===== src/rtl/conv_pkg.sv =====
// -----------------------------------------------------------------------------
// conv_pkg
// Shared definitions for the 3x3 line buffer feeding the convolution datapath.
// Contents:
//   DEF_PIXEL_W  default pixel width in bits
//   WIN_DIM      window edge length (3)
//   state_e      line buffer sequencing states {IDLE, FILL, RUN}
//   win_off()    bit offset of window element (r,c) inside the packed window
// -----------------------------------------------------------------------------
package conv_pkg;

  localparam int DEF_PIXEL_W = 8;
  localparam int WIN_DIM     = 3;

  typedef enum logic [1:0] {
    IDLE = 2'd0,
    FILL = 2'd1,
    RUN  = 2'd2
  } state_e;

  // Row 0 is the oldest row and column 0 the oldest column, so element (0,0)
  // sits in the least significant slot of the packed window.
  function automatic int win_off(input int r, input int c, input int pix_w);
    return pix_w * (WIN_DIM * r + c);
  endfunction

endpackage : conv_pkg


===== src/rtl/line_mem.sv =====
// -----------------------------------------------------------------------------
// line_mem
// Single-port DEPTH x WIDTH line memory with read-before-write behaviour:
// the read port is combinational, so in a cycle that writes an address the
// read data is still the old contents. Contents are never cleared.
// Ports:
//   clk      system clock, write on rising edge
//   we_i     write enable
//   addr_i   read/write address (0..DEPTH-1)
//   wdata_i  write data
//   rdata_o  current contents of addr_i (value before any write this cycle)
// -----------------------------------------------------------------------------
module line_mem #(
  parameter int DEPTH = 220,
  parameter int WIDTH = 8,
  parameter int AW    = $clog2(DEPTH)
) (
  input  logic             clk,
  input  logic             we_i,
  input  logic [AW-1:0]    addr_i,
  input  logic [WIDTH-1:0] wdata_i,
  output logic [WIDTH-1:0] rdata_o
);

  logic [WIDTH-1:0] mem_q [DEPTH];

  assign rdata_o = mem_q[addr_i];

  always_ff @(posedge clk) begin
    if (we_i) begin
      mem_q[addr_i] <= wdata_i;
    end
  end

endmodule : line_mem


===== src/rtl/line_buffer_3x3.sv =====
// -----------------------------------------------------------------------------
// line_buffer_3x3
// Accepts a raster-order pixel stream, keeps the two previous image rows in
// line memories and forms a 3x3 sliding window. A window is flagged valid one
// clock after the pixel that completes it, only when that pixel has row>=2 and
// col>=2, so windows straddling a row wrap or using stale rows are never
// flagged.
// Ports:
//   clk         system clock, rising edge
//   rst         synchronous active-high reset
//   pix_valid   pix_in is valid and accepted this cycle
//   pix_in      pixel data, raster order
//   win_valid   win_out holds a complete window
//   win_out     packed 3x3 window, element (r,c) at PIXEL_W*(3r+c)
//   frame_done  pulse with the window of the frame's last pixel
//   frame_cnt   (only with LINE_BUF_FRAME_CNT_EN) 16-bit completed-frame count
// Optional build macro: LINE_BUF_FRAME_CNT_EN
// -----------------------------------------------------------------------------
module line_buffer_3x3
  import conv_pkg::*;
#(
  parameter int IMG_WIDTH  = 220,
  parameter int IMG_HEIGHT = 220,
  parameter int PIXEL_W    = DEF_PIXEL_W
) (
  input  logic                   clk,
  input  logic                   rst,
  input  logic                   pix_valid,
  input  logic [PIXEL_W-1:0]     pix_in,
  output logic                   win_valid,
  output logic [9*PIXEL_W-1:0]   win_out,
  output logic                   frame_done
`ifdef LINE_BUF_FRAME_CNT_EN
  ,
  output logic [15:0]            frame_cnt
`endif
);

  localparam int CW = $clog2(IMG_WIDTH);
  localparam int RW = $clog2(IMG_HEIGHT);

  logic [CW-1:0]      col_q, col_d;
  logic [RW-1:0]      row_q, row_d;
  state_e             state_q, state_d;
  logic               winValid_q, winValid_d;
  logic               frameDone_q, frameDone_d;
  logic [PIXEL_W-1:0] win_q [WIN_DIM][WIN_DIM];
  logic [PIXEL_W-1:0] win_d [WIN_DIM][WIN_DIM];
  logic [PIXEL_W-1:0] line0Rd, line1Rd;
  logic               colLast, rowLast, lastPix, colWinOk;

  // Position decodes compare at full integer width against the parameters.
  assign colLast  = (32'(col_q) == 32'(IMG_WIDTH - 1));
  assign rowLast  = (32'(row_q) == 32'(IMG_HEIGHT - 1));
  assign lastPix  = colLast && rowLast;
  assign colWinOk = (32'(col_q) >= 32'd2);

  // line0 holds the previous row, line1 the row before it. Because the reads
  // are taken before the write lands, line0's old contents cascade into line1
  // in the same cycle the new pixel overwrites line0.
  line_mem #(
    .DEPTH (IMG_WIDTH),
    .WIDTH (PIXEL_W),
    .AW    (CW)
  ) u_line0 (
    .clk     (clk),
    .we_i    (pix_valid),
    .addr_i  (col_q),
    .wdata_i (pix_in),
    .rdata_o (line0Rd)
  );

  line_mem #(
    .DEPTH (IMG_WIDTH),
    .WIDTH (PIXEL_W),
    .AW    (CW)
  ) u_line1 (
    .clk     (clk),
    .we_i    (pix_valid),
    .addr_i  (col_q),
    .wdata_i (line0Rd),
    .rdata_o (line1Rd)
  );

  // Raster position: col wraps into row, row wraps back to the frame start.
  always_comb begin
    col_d = col_q;
    row_d = row_q;
    if (pix_valid) begin
      if (colLast) begin
        col_d = '0;
        row_d = rowLast ? '0 : row_q + RW'(1);
      end else begin
        col_d = col_q + CW'(1);
      end
    end
  end

  // FILL covers the first two rows, which only prime the line memories; RUN
  // covers the rows whose windows can be complete.
  always_comb begin
    state_d = state_q;
    case (state_q)
      IDLE: if (pix_valid) state_d = FILL;
      FILL: if (pix_valid && colLast && (32'(row_q) == 32'd1)) state_d = RUN;
      RUN:  if (pix_valid && lastPix) state_d = IDLE;
      default: state_d = IDLE;
    endcase
  end

  // Window shifts left on each accepted pixel; the new right-hand column is
  // the current column from the two stored rows plus the incoming pixel.
  always_comb begin
    win_d = win_q;
    if (pix_valid) begin
      for (int r = 0; r < WIN_DIM; r++) begin
        win_d[r][0] = win_q[r][1];
        win_d[r][1] = win_q[r][2];
      end
      win_d[0][2] = line1Rd;
      win_d[1][2] = line0Rd;
      win_d[2][2] = pix_in;
    end
  end

  assign winValid_d  = pix_valid && (state_q == RUN) && colWinOk;
  assign frameDone_d = pix_valid && (state_q == RUN) && lastPix;

  always_ff @(posedge clk) begin
    if (rst) begin
      col_q       <= '0;
      row_q       <= '0;
      state_q     <= IDLE;
      winValid_q  <= 1'b0;
      frameDone_q <= 1'b0;
      win_q       <= '{default: '0};
    end else begin
      col_q       <= col_d;
      row_q       <= row_d;
      state_q     <= state_d;
      winValid_q  <= winValid_d;
      frameDone_q <= frameDone_d;
      win_q       <= win_d;
    end
  end

  // Pack the register window into the flat output bus.
  always_comb begin
    win_out = '0;
    for (int r = 0; r < WIN_DIM; r++) begin
      for (int c = 0; c < WIN_DIM; c++) begin
        win_out[win_off(r, c, PIXEL_W) +: PIXEL_W] = win_q[r][c];
      end
    end
  end

  assign win_valid  = winValid_q;
  assign frame_done = frameDone_q;

`ifdef LINE_BUF_FRAME_CNT_EN
  logic [15:0] frameCnt_q, frameCnt_d;

  // Counts on the same edge that raises frame_done; wraps naturally at 16 bits.
  assign frameCnt_d = frameDone_d ? frameCnt_q + 16'd1 : frameCnt_q;

  always_ff @(posedge clk) begin
    if (rst) begin
      frameCnt_q <= '0;
    end else begin
      frameCnt_q <= frameCnt_d;
    end
  end

  assign frame_cnt = frameCnt_q;
`endif

endmodule : line_buffer_3x3

===== config.mk =====
export PLATFORM = sky130hd
export DESIGN_NAME = line_buffer_3x3
export DESIGN_NICKNAME = d
export VERILOG_FILES = /design/src/rtl/conv_pkg.sv /design/src/rtl/line_mem.sv /design/src/rtl/line_buffer_3x3.sv
export SDC_FILE = /design/constraint.sdc
export NUM_CORES = 2
export LEC_CHECK = 0
export ABC_AREA = 0
export BUFFER_PORTS_ARGS = -buffer_cell sky130_fd_sc_hd__buf_4
export CAP_MARGIN = 0
export CORE_MARGIN = 2
export CORE_UTILIZATION = 55
export CTS_CLUSTER_SIZE = 8
export DETAILED_ROUTE_END_ITERATION = 12
export GPL_ROUTABILITY_DRIVEN = 0
export MAX_ROUTING_LAYER = met4
export PLACE_DENSITY = 0.67
export SLEW_MARGIN = 20
export SYNTH_ARGS = -nofsm -noshare
export SYNTH_HDL_FRONTEND = slang
export SYNTH_SLANG_ARGS = --single-unit

===== constraint.sdc =====
create_clock -name clk -period 22.3 [get_ports clk]
set_input_delay 2.23 -clock clk [delete_from_list [all_inputs] [get_ports clk]]
set_output_delay 2.23 -clock clk [all_outputs]
set_load 0.01 [all_outputs]

* After elaboration in Yosys (flattened, before gate mapping)
Memory sizes are Yosys's and may differ from the RTL's. A register that Yosys moved wholly into a read port is not among the register bits. Index checks and enable logic that the tools add are counted.
Word-level totals: output and inout port bits 74, RAM bits 3520, memories kept 2, flip-flop bits (word level) 84, input bits 11
Operators by class: order comparisons 1, reductions and logical operators 10, multiplexer cells 10, add/subtract/negate cells 2, equality and inequality tests 8
Memories:
- u_line0.mem_q | words 220, bits a word 8, read ports 1, clocked after memory_dff 1, write ports 1, line line_mem.sv:25 | logic [WIDTH-1:0] mem_q [DEPTH];
- u_line1.mem_q | words 220, bits a word 8, read ports 1, clocked after memory_dff 1, write ports 1, line line_mem.sv:25
Operators with widths (count):
- two-way mux 8 bit | 4
- adder 8 x 1 -> 8 bit, second input constant | 2
- == test 8 bit, second input constant | 2
- == test 8 x 1 -> 1 bit, second input constant | 1
- >= comparator 8 x 2 -> 1 bit, second input constant | 1
- logical AND 1 bit | 7
- two-way mux 2 bit | 3
- inequality test 2 bit, second input constant | 3
- case mux 2 bit (3 select lines) | 1
- AND reduction 3 bit | 1
- == test 2 x 1 -> 1 bit, second input constant | 1
- == test 2 bit, second input constant | 1
- logical NOT 2 bit | 1
- two-way mux 1 bit | 2
- AND reduction 2 bit | 1

* Logic depth before layout (Yosys ltp)
word-level depth 5, depth in mapped cells 13, gate-level depth less buffers 7

* Modules after synthesis
From an unflattened synthesis, not the netlist that was laid out.
Second synthesis, totals: cell total of the unflattened synthesis 6538, area total of the unflattened synthesis 140420.9 um^2
Modules (own cells, without submodules):
- line_mem | cells an instance 3100, times used 2, area each 68471.9 um^2, sequential area each 52850.7 um^2
- line_buffer_3x3 | cells an instance 338, times used 1, area each 3477.1 um^2, sequential area each 1841.8 um^2

* Worst setup path after synthesis
Ideal clock, no wire load.
kind flip-flop to flip-flop, from reg with a tool-made name, to mem u_line1.mem_q[0][6] (data pin), setup slack 13.881 ns, stages on the path, launching flop included 13, arrival 7.194 ns, clock period less this slack 8.419 ns, path buffers 5, path through dfxtp_1 > buf_2 > buf_6 > buf_4 > buf_4 > buf_4 > nand2b_1 > o22ai_1 > a31oi_1 > a2bb2oi_1 > o41ai_1 > a41oi_1 > nor2_1
RTL lines (line):
- end: declaration | line_mem.sv:25

==> run_results.csv <==
group,metric,value,unit
run_status,status,"finished clean",
synthesis,yosysMostFrequentCell,"edfxtp_1",
critical_path,crit_path_end_kind,"flop",
critical_path,cp_slowest_cell,"dfxtp_4",
timing,rsz0062_at_grt,"false",
synthesis,synthFlopType,"edfxtp_1",
placed_design,place_area,145000,um2
min_path,min_path_type,"flop to flop",
timing,slew_headroom,0.172,
synthesis,async_reset_ff_frac,0,
finish,fin_nets,7038,
synthesis,synth_nets,6446,
route,wl_per_cell,37.6,um
critical_path,r2r_cells,12,
power_and_ir_drop,powerDensity,98.6,nW/um2
power_and_ir_drop,clkPwrFrac,0.452,
power_and_ir_drop,p_int,12.4,mW
finish,nFillCells,16600,
timing,tns,0,ns
route,vias,72400,
global_route,grt_use_total,0.317,
synthesis,synth_top_family_by_area,"multiplexers",
power_and_ir_drop,combinationalPowerShare,0.062,
clocking,htreeDepth,6,
clocking,cts.sinks,3620,
die,coreArea,251000,um2
synthesis,synth-simple-area-share,0.0253,
power_and_ir_drop,p_sw,3.39,mW
synthesis,synth_top_area_share,0.761,
die,die_width,507,um
synthesis,synth_xor_area_frac,0.000630,
clocking,ctsRootBufferMaster,"clkbuf_16",
route,drc,0,
synthesis,synth.avg_cell_area,21.6,um2
finish,drive_above_1_share,0.283,
synthesis,synth_cell_types,67,
placed_design,dpl.hpwl,227000,um
clocking,worstSkewPairLatency,0.98,ns
route,vias_per_cell,6.89,
route,drt-total-wl,395000,um
synthesis,ys_warn_count,0,
clocking,clk_pin_slew,0.05,ns
synthesis,ys_seq_area_frac,0.775,
global_route,first_global_vias,71400,
critical_path,crit_top_cell,"buf_4",
timing,hold_viol,0,
power_and_ir_drop,total_power,15.8,mW
global_route,grt_pass1_wl,550000,um
die,start_util,0.553,
timing,fin_crit,7.28,ns
placed_design,port_buffers,84,
timing,final_max_slew_viol_count,0,
clocking,cts_setup_buffers,0,
clocking,cts_resized,0,
critical_path,r2r_slack,15.02,ns
synthesis,synth_edf_count,3520,
finish,syn_to_final_growth,14.9,%
power_and_ir_drop,power.share.sequential,0.486,
die,die_area,257000,um2
die,rows,184,
critical_path,cp-start-kind,"flop",
synthesis,netlist_instances,6429,
clocking,cts_tree,"yes",
route,postRouteAntennaNets,0,
clocking,hold_buffers,0,
global_route,antenna_found_initial,25,
synthesis,ys_top_cells_by_count,"edfxtp_1 (3520), mux4_2 (878), nor2_1 (390), mux2i_1 (251), nand2_1 (188)",
critical_path,critPathKind,"flop to flop",
clocking,clock_path_buffers,4,
route,drt_iter0_drc,11900,
die,dieHeight,507,um
synthesis,synthAdderAreaFrac,0.000540,
timing,period_share,0.326,
finish,fin_area,160000,um2
timing,tightest_slew,1.23,ns
timing,fmax,137,MHz
synthesis,synth-compound-area-share,0.0214,
synthesis,ys_ff_latch,3620,
power_and_ir_drop,vdd_ir_drop_max,0.0998,mV
clocking,cts_buffers,534,
placed_design,dp_slack,15.00,ns
die,num_io_pins,85,
synthesis,synth.area.mux_share,0.164,
synthesis,synthTopCellsByArea,"edfxtp_1 (76%), mux4_2 (14%), mux2i_1 (1.8%)",
synthesis,yosys.area.top_type,"edfxtp_1",
critical_path,crit_chain,"buf_4 > buf_4 > buf_12 > buf_4 > mux4_2 > and3_1 > a31oi_1 > nand4_1 > a211o_1 > a211oi_2 > nor2_4 > buf_4",
critical_path,r2r_end,"u_line1.mem_q[131][6]",
global_route,grt_max_degree,221,
route,dr.pass1.iters,8,
timing,setup_violations,0,
power_and_ir_drop,switching_share,0.215,
global_route,grt.overflow.total,0,
critical_path,endpoint,"u_line1.mem_q[131][6]",
critical_path,required,22.79,ns
critical_path,worstPathMaxFanout,96,
power_and_ir_drop,p_leak,50.0,nW
critical_path,arrival,7.77,ns
run,maxCapViolCount,0,
timing,finalClockSkew,0.0882,ns
timing,setup_slack,15.02,ns
critical_path,critPathMaxStageDelay,0.87,ns
synthesis,synth_area,139000,um2
==> cells in the final DEF (no fill, tap or decap), types with 7 or more instances in the layout <==
master	count
mux4_2	878
inv_6	10
a2111oi_0	9
nor2_2	34
diode_2	28
o211ai_1	14
edfxtp_1	3520
a211oi_1	25
buf_12	16
nand4_1	17
nand2b_1	19
clkbuf_16	552
and3_1	10
clkinv_8	12
buf_4	396
dfxtp_4	8
nand3_1	57
a22oi_1	63
a221oi_1	9
dfxtp_1	90
nor2_1	338
nor2b_1	23
o21ai_0	46
o221ai_1	26
nor2_4	18
buf_6	8
a311oi_1	7
nor4_1	13
nand2_1	186
nor3_1	47
mux2i_1	250
a21oi_1	78
clkbuf_1	65
mux2_2	42
a31oi_1	26
o32ai_1	7
o22ai_1	59
xor2_1	7
==> cells by family after synthesis <==
kind of cell / after synthesis
multiplexers: 1171
flip-flops: 3620
AND/OR/NAND/NOR: 810
AO/OA/AOI/OAI: 432
XOR/XNOR: 10
adder cells (fa/ha/maj): 6
buffers and inverters: 380
==> worst min path at each step <==
stage / end / slack (ns) / start / cells after the start
after CTS: win_out[31] / 0.49 / win_out[31] / 2
after detailed placement: win_out[31] / 0.48 / win_out[31] / 2
after global routing: win_out[7] / 0.52 / win_out[7] / 2
after floorplan: row_q[7] / 0.47 / row_q[7] / 2
final: win_out[31] / 0.49 / win_out[31] / 2
after global placement: win_out[30] / 0.47 / win_out[30] / 2
==> power by group through the flow <==
stage          clock (mW)  combinational, mW  sequential (mW)
3_3_place_gp            0              0.941             7.78
4_1_cts              7.18              0.967             7.65
3_5_place_dp            0              0.964             7.78
5_1_grt              7.46               1.02             7.65
6_report             7.12              0.976             7.65
2_1_floorplan           0              0.583             7.79
==> routing by layer <==
metal / wire [um] / vias up / global-route usage
met5: 0 / - / -
met4: 20600 / 0 / 0.147
met3: 49800 / 950 / 0.0879
met2: 179000 / 5223 / 0.451
met1: 146000 / 38200 / 0.430
li1: - / 28000 / -
==> stage by stage <==
step | cells | util | hold WS [ns]
after global routing | 10500 | 0.635 | 0.516
after detailed placement | 9827 | 0.577 | 0.480
after CTS | 10500 | 0.634 | 0.494
final | 10500 | 0.635 | 0.490
after floorplan | 6429 | - | 0.471
after global placement | 9823 | 0.576 | 0.474
==> flip-flops by register name, indices dropped and copies added, names as in the netlist, named ones only <==
name	count
state_q	2
win_valid	1
u_line0.mem_q	1760
u_line1.mem_q	1760
row_q	8
frame_done	1
col_q	8
win_out	72
==> worst max-delay path, delay by kind of cell (launching register included) <==
family                 cells  cell delay, ns
AO/OA/AOI/OAI              3            1.18
AND/OR/NAND/NOR            3            0.74
buffers and inverters      5            2.98
multiplexers               1            0.58
flip-flops                 1            0.87
==> cell type report <==
class	instances	area, um2	area share
flip-flops and latches	3620	108000	0.675
multi-input cells	2429	29700	0.186
clock buffers	617	14100	0.0880
well taps	3348	4190	0.0262
repair buffers	425	3470	0.0217
clock inverters	27	403	0.00252
diodes	28	70.1	0.000439
inverters	11	50.0	0.000313
(Power assumes the default switching activity.)
